==> config.mk <==
export PLATFORM = sky130hd
export DESIGN_NAME = bsg_link_downstream_token_gen
export DESIGN_NICKNAME = d
export VERILOG_FILES = /design/src/rtl/bsg_link_downstream_token_gen.sv
export SDC_FILE = /design/constraint.sdc
export NUM_CORES = 1
export LEC_CHECK = 0
export CORE_MARGIN = 2
export CORE_UTILIZATION = 55
export DETAILED_ROUTE_END_ITERATION = 16
export PLACE_DENSITY_LB_ADDON = 0.05
export REMOVE_ABC_BUFFERS = 1
export SETUP_SLACK_MARGIN = 0.3
export SLEW_MARGIN = 30
export SYNTH_ARGS = -nofsm -noshare
export SYNTH_HDL_FRONTEND = slang
export SYNTH_SLANG_ARGS = --single-unit
export TNS_END_PERCENT = 30
==> constraint.sdc <==
create_clock -name clk -period 4.85 [get_ports clk]
set_clock_uncertainty 0.2 [all_clocks]
set_input_delay 0.97 -clock clk [delete_from_list [all_inputs] [get_ports clk]]
set_output_delay 0.97 -clock clk [all_outputs]
set_load 0.02 [all_outputs]
==> src/rtl/bsg_link_downstream_token_gen.sv <==
// Receive-side end of the link credit protocol: buffers IO flits, hands them to the core,
// and toggles token_o every 2^lg dequeues. Optional overflow flag: BSG_LINK_TOKEN_OVERFLOW_CHECK_EN.
module bsg_link_downstream_token_gen #(
    parameter int width_p                         = 16,
    parameter int fifo_els_p                      = 16,
    parameter int lg_credit_to_token_decimation_p = 3
) (
    input  logic               clk,
    input  logic               rst,
    input  logic               io_valid_i,
    input  logic [width_p-1:0] io_data_i,
    output logic               core_valid_o,
    output logic [width_p-1:0] core_data_o,
    input  logic               core_yumi_i,
    output logic               token_o,
    output logic [7:0]         token_cnt_o,
    output logic               overflow_o
);

    localparam int ptr_w = $clog2(fifo_els_p);
    localparam int cnt_w = lg_credit_to_token_decimation_p;
    localparam logic [ptr_w:0] els_lp = (ptr_w + 1)'(fifo_els_p);

    logic [width_p-1:0] mem_r [fifo_els_p];
    logic [ptr_w-1:0]   rd_ptr_r;
    logic [ptr_w-1:0]   wr_ptr_r;
    logic [ptr_w:0]     occ_r;
    logic [cnt_w-1:0]   deq_cnt_r;
    logic               token_r;
    logic [7:0]         token_cnt_r;

    logic full;
    logic deq;
    logic enq;
    logic token_wrap;

    // A full FIFO still accepts a write when the head leaves in the same cycle.
    assign full       = (occ_r == els_lp);
    assign deq        = core_yumi_i & core_valid_o;
    assign enq        = io_valid_i & (~full | deq);
    assign token_wrap = deq & (&deq_cnt_r);

    assign core_valid_o = (occ_r != '0);
    assign core_data_o  = mem_r[rd_ptr_r];
    assign token_o      = token_r;
    assign token_cnt_o  = token_cnt_r;

    always_ff @(posedge clk) begin
        if (enq && !rst) begin
            mem_r[wr_ptr_r] <= io_data_i;
        end
    end

    always_ff @(posedge clk) begin
        if (rst) begin
            rd_ptr_r <= '0;
            wr_ptr_r <= '0;
            occ_r    <= '0;
        end else begin
            if (enq) begin
                wr_ptr_r <= wr_ptr_r + 1'b1;
            end
            if (deq) begin
                rd_ptr_r <= rd_ptr_r + 1'b1;
            end
            case ({enq, deq})
                2'b10:   occ_r <= occ_r + 1'b1;
                2'b01:   occ_r <= occ_r - 1'b1;
                default: occ_r <= occ_r;
            endcase
        end
    end

    // Partial dequeue counts are held until enough dequeues complete a token.
    always_ff @(posedge clk) begin
        if (rst) begin
            deq_cnt_r   <= '0;
            token_r     <= 1'b0;
            token_cnt_r <= '0;
        end else begin
            if (deq) begin
                deq_cnt_r <= deq_cnt_r + 1'b1;
            end
            if (token_wrap) begin
                token_r     <= ~token_r;
                token_cnt_r <= token_cnt_r + 8'd1;
            end
        end
    end

`ifdef BSG_LINK_TOKEN_OVERFLOW_CHECK_EN
    logic overflow_r;
    logic dropped;

    assign dropped    = io_valid_i & full & ~deq;
    assign overflow_o = overflow_r;

    always_ff @(posedge clk) begin
        if (rst) begin
            overflow_r <= 1'b0;
        end else if (dropped) begin
            overflow_r <= 1'b1;
        end
    end

`ifndef SYNTHESIS
    always_ff @(posedge clk) begin
        if (!rst && dropped) begin
            $warning("bsg_link_downstream_token_gen: flit dropped on full buffer, wr_ptr=%0d", wr_ptr_r);
        end
    end
`endif
`else
    assign overflow_o = 1'b0;
`endif

endmodule

==> flow_summary.yaml, run 1 <==
status:
  status: "finished, final reports clean"
grt:
  grt_pass1_vias: 5762
  overflow: 0
  grt_antenna_before_repair: 0
  grt_pass1_wl_mm: 34.1
  grt_start_max_net_pins: 35
  grt_use_total: 0.214
place:
  port_buffers: 45
  dpl.hpwl_mm: 13.0
  gp_congestion: 0.737
  place_ws_ns: 1.03
worst_setup_path:
  rrSetupSlack_ns: 1.81
  required_ns: 3.68
  critical_path_depth: 5
  crit_type: "reg -> out"
  cpLargestDelayFamily: "buffers and inverters"
  worstSetupStartpointType: "flop"
  crit_fanout: 21
  crit_path_end_kind: "output port"
  reg2regPathDepth: 8
  cp.arrival_ns: 3.00
  path_cells: "buf_4 -> mux4_2 -> a22oi_1 -> nand2_1 -> clkdlybuf4s50_1"
  worst_r2r_endpoint: "occ_r[4]"
  crit_path_top_delay_cell: "dfxtp_4"
  critPathBufInv: 2
  r2r-start: "occ_r[0]"
  critical_path.max_stage_delay_ns: 0.62
  cp-endpoint: "core_data_o[15]"
synthesis:
  yosys.area.top_type_share: 0.688
  synth_ff_type: "edfxtp_1"
  avgSynthCellArea_um2: 19.3
  synth_largest_area_cell: "edfxtp_1"
  yosys_warnings: 0
  synthCells: 578
  synthDistinctLibCells: 51
  synth_area_um2: 11200
  ys_seq_elements: 285
  synth_area_leaders: "edfxtp_1, mux4_2, dfxtp_1"
  synth_edf_count: 256
  ys_async_sr_fraction: 0
  yosysSeqAreaShare: 0.740
cells_and_area:
  seqCellArea_um2: 8270
  syn_to_final_growth_pct: 16.7
  diodes: 0
  final_core_util: 0.649
  drive_above_1_share: 0.237
  multi_input_area_um2: 2780
  nFillCells: 1377
  nNetsFinal: 685
timing:
  hold_viol: 0
  final_max_slew_viol_count: 0
  slew_headroom: 0.389
  worst_slack_ns: 0.683
  rsz0062_at_grt: "false"
  hold_slack_ns: 0.288
  fmax_mhz: 240
  final.period_utilization: 0.859
  worst_slew_pin_slew_ns: 0.916
  period_needed_ns: 4.17
  setup_viol: 0
drt:
  ant_nets: 0
  drt_iter0_drc: 382
  drc_errors: 0
  vias: 5548
  wire_per_inst_um: 23.5
  viasPerCell: 5.87
  firstDrtPassIters: 6
  routed_wl_mm: 22.2
power:
  peakVddDrop_uv: 332
  power_w: 0.00600
  power_density_nw_per_um2: 460
  leakage_nw: 4.23
die:
  ios: 47
  die_w_um: 147
  dieArea_um2: 21500
  rows: 52
  die_h_um: 147
  initial_utilization: 0.556
  core_area_um2: 20100
run:
  cap_violations: 0
clock_tree:
  cts.clk_slew.worst_paths_ns: 0.06
  cts_root_buf: "clkbuf_16"
  cts_made_buffers: 28
  clockBufferDepth: 3
  clkLatencyLatePin_ns: 0.54
  tritoncts: "built"
  post_cts_buffers: 0
  cts_hold_buf: 0
  cts_resized: 0
  clock-sinks: 285
  htree_levels: 1
min_path:
  hold_path.class: "reg -> reg"
## power breakdown
group,switching [W],internal (W)
Sequential,0.000101,0.00273
Clock,0.000845,0.00130
Combinational,0.000501,0.000516
Total,0.00145,0.00455
## worst min path at each step
stage	endpoint	from	depth (start not counted)	slack [ns]
CTS	token_cnt_o[7]	token_cnt_o[7]	2	0.30
global placement	token_cnt_o[7]	token_cnt_o[7]	2	0.26
detailed placement	token_cnt_o[7]	token_cnt_o[7]	2	0.29
floorplan	occ_r[2]	occ_r[2]	2	0.26
global route	token_cnt_o[7]	token_cnt_o[7]	2	0.33
finish	token_cnt_o[7]	token_cnt_o[7]	2	0.29
## worst register-to-register path, stage by stage (launching register included)
cell and delay, ns:
dfxtp_1 0.35, or4_1 0.86, o21ai_4 0.32, inv_2 0.12
ha_1 0.34, nand2b_1 0.07, o2bb2ai_1 0.17, a2111oi_0 0.40
nand4b_1 0.16
## layout make-up
type / count / area share
multi-input cells: 255 / 0.213
flip-flops and latches: 285 / 0.634
inverters: 7 / 0.00201
clock buffers: 43 / 0.0619
repair buffers: 76 / 0.0543
clock inverters: 9 / 0.00873
well taps: 270 / 0.0259
## metrics by stage
step                      instances  TNS (ns)  cell area (µm²)
after detailed placement        893         0            12100
after global routing            945         0            13000
after global placement          893         0            12100
final                           945         0            13000
after floorplan                 547    -0.644            11000
after CTS                       945         0            13000
## kinds of logic (layout without fill, tap and decap cells)
family | count (synthesis) | count (layout) | share of synthesized area
mux | 71 | 71 | 0.135
xor+xnor | 14 | 14 | 0.0110
buf+inv | 38 | 135 | 0.0153
compound gates | 58 | 58 | 0.0413
simple gates | 99 | 99 | 0.0430
other cells | 1 | 1 | 0.000335
fa+ha+maj | 12 | 12 | 0.0141
flops | 285 | 285 | 0.740
## synthesized netlist by cell type, drive strengths merged, types with 3 or more instances
master	n
a21oi	4
a22oi	32
and3	3
buf	14
clkbuf	17
dfxtp	29
edfxtp	256
ha	11
inv	7
mux2i	5
mux4	64
nand2	26
nand2b	4
nor2	39
nor2b	6
nor3	3
o211ai	7
o21ai	5
or3	3
xor2	12
## flip-flops by register name, indices dropped and copies added, names as in the netlist, named ones only
signal and cells:
mem_r 256, token_cnt_o 8, occ_r 5, rd_ptr_r 4, wr_ptr_r 4, deq_cnt_r 3, token_o 1
## metal layers
layer	vias up	global-route usage	wire (µm)
met5	-	0	0
met2	142	0.360	11000
met4	0	0.0539	398
li1	2486	-	-
met3	30	0.0347	1440
met1	2890	0.300	9280
## placed cells by master, fill, tap and decap left out, types with 2 or more instances in the layout
cell	instances
and3_1	3
clkdlybuf4s50_1	45
dfxtp_1	27
a22oi_1	32
clkbuf_16	29
mux2_2	2
mux2i_1	5
mux4_2	64
nor2_1	23
nor3_1	3
o211ai_1	5
and4_1	2
a211oi_1	2
nand2b_1	4
nand2_1	26
buf_4	29
a21oi_1	4
edfxtp_1	256
bufinv_16	3
nor2_2	16
clkinv_1	5
or3_1	3
clkbuf_8	3
ha_1	11
nand4b_1	2
buf_12	2
o21ai_4	2
clkbuf_1	11
nor2b_1	6
o2111ai_1	2
nand3_1	2
o21ai_0	3
inv_1	6
xor2_1	12
xnor2_1	2
No activity file was read; power rests on OpenSTA's default activity.
==> inputs of run 2 (changes only) <==
--- a/config.mk
+++ b/config.mk
@@ -7,6 +7,7 @@
 export LEC_CHECK = 0
 export CORE_MARGIN = 2
 export CORE_UTILIZATION = 55
+export CTS_BUF_LIST = sky130_fd_sc_hd__clkbuf_4
 export DETAILED_ROUTE_END_ITERATION = 16
 export PLACE_DENSITY_LB_ADDON = 0.05
 export REMOVE_ABC_BUFFERS = 1
==> flow_summary.yaml, run 2 (synthesis results as in run 1) <==
status:
  status: "finished, final reports clean"
power:
  power_w: 0.00573
  combPwrFrac: 0.178
  netSwitchingFraction: 0.260
  leakage_nw: 4.28
  intPower_w: 0.00424
  clkPwrFrac: 0.328
  p_seq_frac: 0.495
  switchingPower_w: 0.00149
  peakVddDrop_uv: 389
  power_density_nw_per_um2: 442
clock_tree:
  cts_made_buffers: 72
  clockBufferDepth: 3
  tritoncts: "built"
  htree_levels: 3
  clkLatencyLatePin_ns: 0.66
  post_cts_buffers: 0
  cts.clk_slew.worst_paths_ns: 0.06
  clock-sinks: 285
  cts_root_buf: "clkbuf_4"
drt:
  ant_nets: 0
  firstDrtPassIters: 5
  wire_per_inst_um: 22.3
  vias: 5838
  drt_iter0_drc: 381
  drc_errors: 0
  viasPerCell: 5.78
  routed_wl_mm: 22.6
timing:
  setup_viol: 0
  worst_slew_pin_slew_ns: 0.948
  hold_viol: 0
  rsz0062_at_grt: "false"
  slew_headroom: 0.368
  hold_slack_ns: 0.291
  final_max_slew_viol_count: 0
  fmax_mhz: 236
  final.period_utilization: 0.875
  period_needed_ns: 4.24
die:
  die_w_um: 147
  core_area_um2: 20100
  dieArea_um2: 21500
  rows: 52
  ios: 47
  die_h_um: 147
  initial_utilization: 0.556
cells_and_area:
  final_cell_mix: "edfxtp_1, clkbuf_4, mux4_2"
  stdcell_area_um2: 13000
  final_common_cell: "edfxtp_1"
  fin_cells: 1010
  max_flop_register: "mem_r"
  largest_reg_flops: 256
  final_core_util: 0.645
  nNetsFinal: 729
  drive_above_1_share: 0.310
  syn_to_final_growth_pct: 16.0
worst_setup_path:
  required_ns: 3.68
  worstSetupStartpointType: "flop"
  crit_path_top_delay_cell: "dfxtp_4"
  crit_path_end_kind: "output port"
  critical_path.max_stage_delay_ns: 0.63
  r2r-start: "occ_r[0]"
  crit_type: "reg -> out"
  path_cells: "buf_12 -> mux4_2 -> a22oi_1 -> nand2_1 -> clkdlybuf4s50_1"
  crit_fanout: 27
  cp.arrival_ns: 3.07
grt:
  grt_pass1_vias: 6226
  overflow: 0
  grt_start_max_net_pins: 35
  grt_pass1_wl_mm: 34.9
  grt_antenna_before_repair: 1
  grt_use_total: 0.221
place:
  dpl.hpwl_mm: 13.0
  port_buffers: 45
  gp_congestion: 0.737
  placed_cell_area_um2: 12100
  dpl.cell_count: 893
run:
  cap_violations: 0
min_path:
  hold_path.class: "reg -> reg"
  min_from: "token_cnt_o[7]"
==> run 2: changes by cell type in the layout (fill, tap and decap cells not counted) <==
| cell | before | now |
|---|---|---|
| bufinv_16 | 3 | 1 |
| clkbuf_16 | 29 | 0 |
| inv_2 | 1 | 3 |
| clkbuf_1 | 11 | 0 |
| clkbuf_8 | 3 | 0 |
| buf_4 | 29 | 28 |
| buf_6 | 0 | 1 |
| clkinvlp_4 | 0 | 2 |
| clkbuf_4 | 0 | 99 |
| clkinv_1 | 5 | 11 |
| diode_2 | 0 | 1 |
==> run 2: final timing paths <==
path	slack [ns]	depth (start not counted)	end
max reg2reg	1.80	8	occ_r[4]
max	0.61	5	core_data_o[14]
min	0.29	2	token_cnt_o[7]
min reg2reg	0.29	2	token_cnt_o[7]
==> run 2: power by group through the flow <==
stage / clock network, W / logic, W / registers [W]
2_1_floorplan: 0 / 0.000674 / 0.00292
3_3_place_gp: 0 / 0.00101 / 0.00289
3_5_place_dp: 0 / 0.00103 / 0.00289
4_1_cts: 0.00194 / 0.00103 / 0.00284
5_1_grt: 0.00208 / 0.00110 / 0.00285
6_report: 0.00188 / 0.00102 / 0.00284
==> run 2: critical path, delay by kind of cell (launching register included) <==
family,cells,cell delay (ns)
buffers and inverters,2,0.84
muxes,1,0.54
AOI/OAI and AO/OA,1,0.27
and+or+nand+nor,1,0.09
DFF,1,0.63
==> run 2: cell type report <==
cell class / count / area (µm²)
sequential: 285 / 8270
fill: 1404 / 7130
multi-input combinational: 255 / 2780
clock buffer: 99 / 743
timing repair buffer: 76 / 712
tap: 270 / 338
clock inverter: 17 / 98.8
inverter: 7 / 26.3
antenna: 1 / 2.50
==> run 2: per-stage QoR <==
step	setup TNS (ns)	setup WS [ns]
2_1_floorplan	-0.644	-0.0412
3_5_place_dp	0	1.03
3_3_place_gp	0	1.21
6_report	0	0.608
4_1_cts	0	0.418
5_1_grt	0	0.390
==> run 2: per-layer routing <==
metal | track usage | share of wire | up-vias
li1 | - | - | 2614
met1 | 0.290 | 0.41 | 2990
met2 | 0.359 | 0.50 | 190
met3 | 0.0494 | 0.061 | 44
met4 | 0.0981 | 0.028 | 0
met5 | 0 | 0 | -
==> run 2: timing repair <==
action                                  4_1_cts  5_1_grt
gates resized for setup                       0        1
endpoints found under the setup margin        0        1
hold buffers                                  0        0
